File: config.mk
export PLATFORM = sky130hd
export DESIGN_NAME = strob_sched
export DESIGN_NICKNAME = d
export VERILOG_FILES = /design/src/rtl/strob_sched_pkg.sv /design/src/rtl/strob_sync_edge.sv /design/src/rtl/strob_sched.sv
export SDC_FILE = /design/constraint.sdc
export NUM_CORES = 1
export LEC_CHECK = 0
export CAP_MARGIN = 20
export CORE_MARGIN = 1.5
export CORE_UTILIZATION = 25
export CTS_CLUSTER_SIZE = 24
export DETAILED_ROUTE_END_ITERATION = 10
export PLACE_DENSITY = 0.41
export RECOVER_POWER = 25
export SYNTH_ARGS = -nofsm -noshare
export SYNTH_HDL_FRONTEND = slang
export SYNTH_HIERARCHICAL = 1
export SYNTH_SLANG_ARGS = --single-unit
export TNS_END_PERCENT = 5
File: constraint.sdc
create_clock -name CLK -period 6.95 [get_ports CLK]
set_clock_uncertainty 0.2 [all_clocks]
set_input_delay 2.085 -clock CLK [delete_from_list [all_inputs] [get_ports CLK]]
set_output_delay 2.085 -clock CLK [all_outputs]
set_load 0.005 [all_outputs]
File: src/rtl/strob_sched_pkg.sv
// Shared types and helpers for the round-robin write-strobe scheduler.
package strob_sched_pkg;

  typedef enum logic [1:0] {
    IDLE  = 2'd0,
    ISSUE = 2'd1,
    GAP   = 2'd2
  } state_t;

  localparam int unsigned GAP_W = 4;

  // First set bit of req[n-1:0], scanning upward from start and wrapping at n.
  function automatic int unsigned rr_first(input logic [15:0] req,
                                           input int unsigned n,
                                           input int unsigned start);
    int unsigned sel;
    int unsigned idx;
    logic        found;
    sel   = 0;
    found = 1'b0;
    for (int unsigned k = 0; k < 16; k++) begin
      idx = start + k;
      if (idx >= n) idx = idx - n;
      if (k < n && !found && req[idx[3:0]]) begin
        sel   = idx;
        found = 1'b1;
      end
    end
    return sel;
  endfunction

endpackage

File: src/rtl/strob_sync_edge.sv
// One requester: synchroniser chain, delay flop and single-cycle rising-edge pulse.
module strob_sync_edge #(
  parameter int unsigned SYNC_STAGES = 2
) (
  input  logic CLK,
  input  logic CLR_n,
  input  logic i_req,
  output logic o_pulse
);

  logic [SYNC_STAGES-1:0] r_sync;
  logic                   r_dly;

  always_ff @(posedge CLK) begin
    if (!CLR_n) begin
      r_sync <= '0;
      r_dly  <= 1'b0;
    end else begin
      r_sync <= {r_sync[SYNC_STAGES-2:0], i_req};
      r_dly  <= r_sync[SYNC_STAGES-1];
    end
  end

  assign o_pulse = r_sync[SYNC_STAGES-1] & ~r_dly;

endmodule

File: src/rtl/strob_sched.sv
// Round-robin scheduler: queues edge-detected requests and issues spaced single-cycle strobes.
module strob_sched
  import strob_sched_pkg::*;
#(
  parameter int unsigned N_REQ       = 4,
  parameter int unsigned SYNC_STAGES = 2,
  parameter int unsigned GAP_CYCLES  = 2
) (
  input  logic                     CLK,
  input  logic                     CLR_n,
  input  logic [N_REQ-1:0]         strob_WR,
  output logic                     strob_main,
  output logic [$clog2(N_REQ)-1:0] grant_id,
  output logic                     busy,
  output logic [N_REQ-1:0]         pending,
  output logic [N_REQ-1:0]         ovf
);

  localparam int unsigned IDW = $clog2(N_REQ);
  localparam logic [GAP_W-1:0] GAP_LOAD = (GAP_CYCLES > 0) ? GAP_W'(GAP_CYCLES - 1) : '0;

  state_t           r_state, w_next;
  logic [GAP_W-1:0] r_cnt, w_cnt_nxt;
  logic [IDW-1:0]   r_ptr, r_grant, w_win;
  logic [N_REQ-1:0] r_pending, r_ovf, w_clr, w_pulse;
  logic [15:0]      w_req16;
  int unsigned      w_start;
  logic             r_strob, r_busy;

  for (genvar g = 0; g < N_REQ; g++) begin : g_sync
    strob_sync_edge #(.SYNC_STAGES(SYNC_STAGES)) u_sync (
      .CLK    (CLK),
      .CLR_n  (CLR_n),
      .i_req  (strob_WR[g]),
      .o_pulse(w_pulse[g])
    );
  end

  always_comb begin
    w_req16              = '0;
    w_req16[N_REQ-1:0]   = r_pending;
    w_start              = (32'(r_ptr) + 32'd1 >= N_REQ) ? 32'd0 : 32'(r_ptr) + 32'd1;
    w_win                = IDW'(rr_first(w_req16, N_REQ, w_start));
    w_next               = r_state;
    w_cnt_nxt            = r_cnt;
    w_clr                = '0;
    case (r_state)
      IDLE: begin
        if (|r_pending) begin
          w_next       = ISSUE;
          w_clr[w_win] = 1'b1;
        end
      end
      ISSUE: begin
        w_next    = (GAP_CYCLES > 0) ? GAP : IDLE;
        w_cnt_nxt = GAP_LOAD;
      end
      GAP: begin
        if (r_cnt == '0) w_next = IDLE;
        else             w_cnt_nxt = r_cnt - 1'b1;
      end
      default: w_next = IDLE;
    endcase
  end

  // Strobe and busy are registered from the next state so every output comes straight off a flop.
  always_ff @(posedge CLK) begin
    if (!CLR_n) begin
      r_state   <= IDLE;
      r_cnt     <= '0;
      r_ptr     <= IDW'(N_REQ - 1);
      r_grant   <= '0;
      r_strob   <= 1'b0;
      r_busy    <= 1'b0;
      r_pending <= '0;
      r_ovf     <= '0;
    end else begin
      r_state <= w_next;
      r_cnt   <= w_cnt_nxt;
      r_strob <= (w_next == ISSUE);
      r_busy  <= (w_next != IDLE);
      if (r_state == IDLE && |r_pending) begin
        r_grant <= w_win;
        r_ptr   <= w_win;
      end
      // A new pulse wins over a same-edge grant clear and does not count as overflow.
      r_pending <= (r_pending & ~w_clr) | w_pulse;
      r_ovf     <= r_ovf | (w_pulse & r_pending & ~w_clr);
    end
  end

  assign strob_main = r_strob;
  assign grant_id   = r_grant;
  assign busy       = r_busy;
  assign pending    = r_pending;
  assign ovf        = r_ovf;

endmodule

==> results.yml <==
final_layout:
  nNetsFinal: 205
  fraction_of_final_layout_cells_with_drive_strength_greater_than_1_pct: 9.74
  final_cell_area_um2: 1940
  num_antenna_cells: 0
  area_growth_pct: 21.1
global_route:
  grt_overflow: 0
  groute.usage.overall_pct: 10.9
  number_of_global_route_vias_before_repair: 1297
  antenna_found_initial: 0
  wire_length_of_the_first_global_routing_pass_um: 6120
  grt_start_max_net_pins: 38
routing:
  detailroute.via_count: 1338
  drt_first_pass_iters: 6
  routed_wl_um: 3590
  viasPerCell: 4.92
  drt_iter0_drc: 43
  detail_route.wl_per_cell_um: 13.2
  route.antenna.remaining_nets: 0
  detail_route.drc_violations: 0
worst_setup_path:
  worstPathArrival_ns: 4.05
  worst_r2r_startpoint: "r_ptr[0]"
  critPathCapture: "ovf[1]"
  worstPathRequired_ns: 6.95
  crit_fanout: 35
  path_class: "input pin to flop"
  crit_start: "CLR_n"
  r2r_cells: 7
  worst_flop_to_flop_path_endpoint: "r_ptr[1]"
  regToRegSetupSlack_ns: 3.96
  cp-end-kind: "flop"
  setup.worst_path.start_class: "input pin"
placed_design:
  sum_of_net_half_perimeters_after_detailed_placement_um: 2580
  gp_congestion: 0.795
  placement.cell_area_um2: 1830
  io_buffers: 17
  dp_slack_ns: 2.73
floorplan:
  die_ar_um2: 6910
  coreArea_um2: 6280
  std_cell_rows: 29
  top_level_ports: 18
  initial_utilization_pct: 25.6
  die_w_um: 83.1
  chipHeight_um: 83.1
min_path:
  min_path_type: "flop to flop"
pwr:
  vdd_ir_drop_max_uv: 104
  static-leakage-power_nw: 0.776
  pwr_density_cell_nw_per_um2: 278
yosys:
  count_of_state_elements_after_synthesis: 32
  register_area_share_after_synthesis_pct: 39.9
  largest_cells_by_area_after_synthesis: "sky130_fd_sc_hd__dfxtp_1 40%, sky130_fd_sc_hd__and2_1 7.0%, sky130_fd_sc_hd__ha_1 3.9%, sky130_fd_sc_hd__nand2_1 3.7%, sky130_fd_sc_hd__nor2b_4 3.4%"
  synth.cells.most_frequent: "32 x sky130_fd_sc_hd__dfxtp_1, 18 x sky130_fd_sc_hd__and2_1, 16 x sky130_fd_sc_hd__nand2_1"
  synth_edf_count: 0
  synthDominantCellAreaShare_pct: 39.9
  postSynth.topFlopCell: "sky130_fd_sc_hd__dfxtp_1"
  yosys.cell_types.count: 47
  synthDominantAreaCellType: "sky130_fd_sc_hd__dfxtp_1"
  ys_warn_count: 6
  mappedNetlistArea_um2: 1600
  synthMostInstantiatedCell: "sky130_fd_sc_hd__dfxtp_1"
  asyncSetResetFlopFracSynth_pct: 0
  avgSynthCellArea_um2: 9.17
  mappedNetlistNets: 186
  syn_inst: 175
timing:
  fin_tns_setup_ns: 0
  timing.final.setup_violations: 0
  final.period_utilization_pct: 58.2
  grt_setup_unrepaired: "false"
  fin_ws_ns: 2.91
  worstMarginPinSlew_ns: 1.20
  achievable-frequency_mhz: 247
  slew_violations: 0
  hold_viol_final: 0
  max-slew-margin-rel_pct: 20.1
  clock_period_minus_final_worst_setup_slack_ns: 4.04
clock_network:
  tritoncts.num_buffers: 5
  cts_setup_buffers: 0
  htree_num_levels: 2
  cts_tree: "yes"
  clkSlewWorstSetupHoldPaths_ns: 0.06
  tritoncts_num_sinks: 32
  insertion_delay_ns: 0.27
  cts-root-buf: "sky130_fd_sc_hd__clkbuf_8"
  cts-resized-gates: 0
  clk_path_buf_depth: 2
  holdBufCountCts: 0
status:
  status: "finished clean"
job:
  max_cap_viol_count: 0
critical path: stages:
cell and delay, ns:
sky130_fd_sc_hd__dlygate4sd3_1 0.55, sky130_fd_sc_hd__clkbuf_1 0.89, sky130_fd_sc_hd__and3_1 0.27, sky130_fd_sc_hd__a32oi_1 0.10, sky130_fd_sc_hd__o21ai_1 0.14
area by class of cell:
| cell class | instances | area (um2) |
|---|---|---|
| tap | 77 | 96.3 |
| multi-input combinational | 131 | 902 |
| timing repair buffer | 18 | 174 |
| sequential | 32 | 641 |
| fill | 666 | 4330 |
| inverter | 6 | 22.5 |
| clock inverter | 2 | 35.0 |
| clock buffer | 6 | 72.6 |
stage by stage:
stage               hold WS (ns)  cells  power (mW)  utilization (%)
floorplan                  0.206    175       0.328                -
detailed placement         0.211    263       0.372             29.2
global placement           0.208    263       0.367             29.2
global route               0.234    272       0.575             31.0
CTS                        0.227    271       0.548             30.9
finish                     0.224    272       0.540             31.0
registers in the layout, summed over array words and instances, names as in the netlist:
| signal | count |
|---|---|
| g_sync.u_sync/r_sync | 8 |
| grant_id | 2 |
| strob_main | 1 |
| ovf | 4 |
| r_ptr | 2 |
| r_state | 2 |
| pending | 4 |
| busy | 1 |
| r_cnt | 4 |
| g_sync.u_sync/r_dly | 4 |
worst min path at each step:
stage,slack (ns),start,endpoint,cells past startpoint
finish,0.22,g_sync[2].u_sync/r_sync[0],g_sync[2].u_sync/r_sync[1],1
global route,0.23,g_sync[2].u_sync/r_sync[0],g_sync[2].u_sync/r_sync[1],1
CTS,0.23,g_sync[2].u_sync/r_sync[0],g_sync[2].u_sync/r_sync[1],1
detailed placement,0.21,g_sync[2].u_sync/r_sync[0],g_sync[2].u_sync/r_sync[1],1
global placement,0.21,g_sync[3].u_sync/r_sync[0],g_sync[3].u_sync/r_sync[1],1
floorplan,0.21,g_sync[0].u_sync/r_sync[0],g_sync[0].u_sync/r_sync[1],1
cell usage in the layout, fill, tap and decap left out, types with 2 or more instances in the layout:
master and instances:
sky130_fd_sc_hd__dfxtp_1 32, sky130_fd_sc_hd__nand2_1 16, sky130_fd_sc_hd__and2_1 16, sky130_fd_sc_hd__clkdlybuf4s50_1 16, sky130_fd_sc_hd__o21ai_0 7, sky130_fd_sc_hd__nor2_1 6
sky130_fd_sc_hd__a21oi_1 6, sky130_fd_sc_hd__o211ai_1 6, sky130_fd_sc_hd__inv_1 5, sky130_fd_sc_hd__nand2b_1 5, sky130_fd_sc_hd__nand3_1 5, sky130_fd_sc_hd__and3_1 5
sky130_fd_sc_hd__ha_1 5, sky130_fd_sc_hd__clkbuf_8 5, sky130_fd_sc_hd__a21o_1 4, sky130_fd_sc_hd__nor2b_4 4, sky130_fd_sc_hd__mux2i_1 3, sky130_fd_sc_hd__a31oi_1 3
sky130_fd_sc_hd__o21ai_1 3, sky130_fd_sc_hd__nor3_1 3, sky130_fd_sc_hd__or3_1 3, sky130_fd_sc_hd__o21a_1 3, sky130_fd_sc_hd__or2_2 2, sky130_fd_sc_hd__o22ai_1 2
sky130_fd_sc_hd__o32a_1 2, sky130_fd_sc_hd__a32oi_1 2, sky130_fd_sc_hd__clkbuf_1 2, sky130_fd_sc_hd__and2_0 2
report_power, final:
part           internal (mW)  switching, mW
sequential             0.197         0.0187
clock                  0.106         0.0645
combinational         0.0676         0.0856
total                  0.371          0.169
routing by layer:
layer	track usage (%)	vias to the layer above	share of wire, %	wire, um
met5	0	-	0	0
li1	-	668	-	-
met2	18.7	28	49	1770
met1	13.0	635	46	1640
met4	4.09	0	1.3	48
met3	2.78	7	3.6	130
cells by family (layout without fill, tap and decap cells):
family / count (synthesis) / after routing / share of synthesized area, %
AND/OR/NAND/NOR: 72 / 72 / 26.2
AO/OA/AOI/OAI: 48 / 48 / 21.6
flip-flops: 32 / 32 / 39.9
buffers and inverters: 12 / 32 / 3.82
adder cells (fa/ha/maj): 5 / 5 / 3.90
multiplexers: 5 / 5 / 3.98
XOR/XNOR: 1 / 1 / 0.546
No activity file was read; power rests on OpenSTA's default activity.
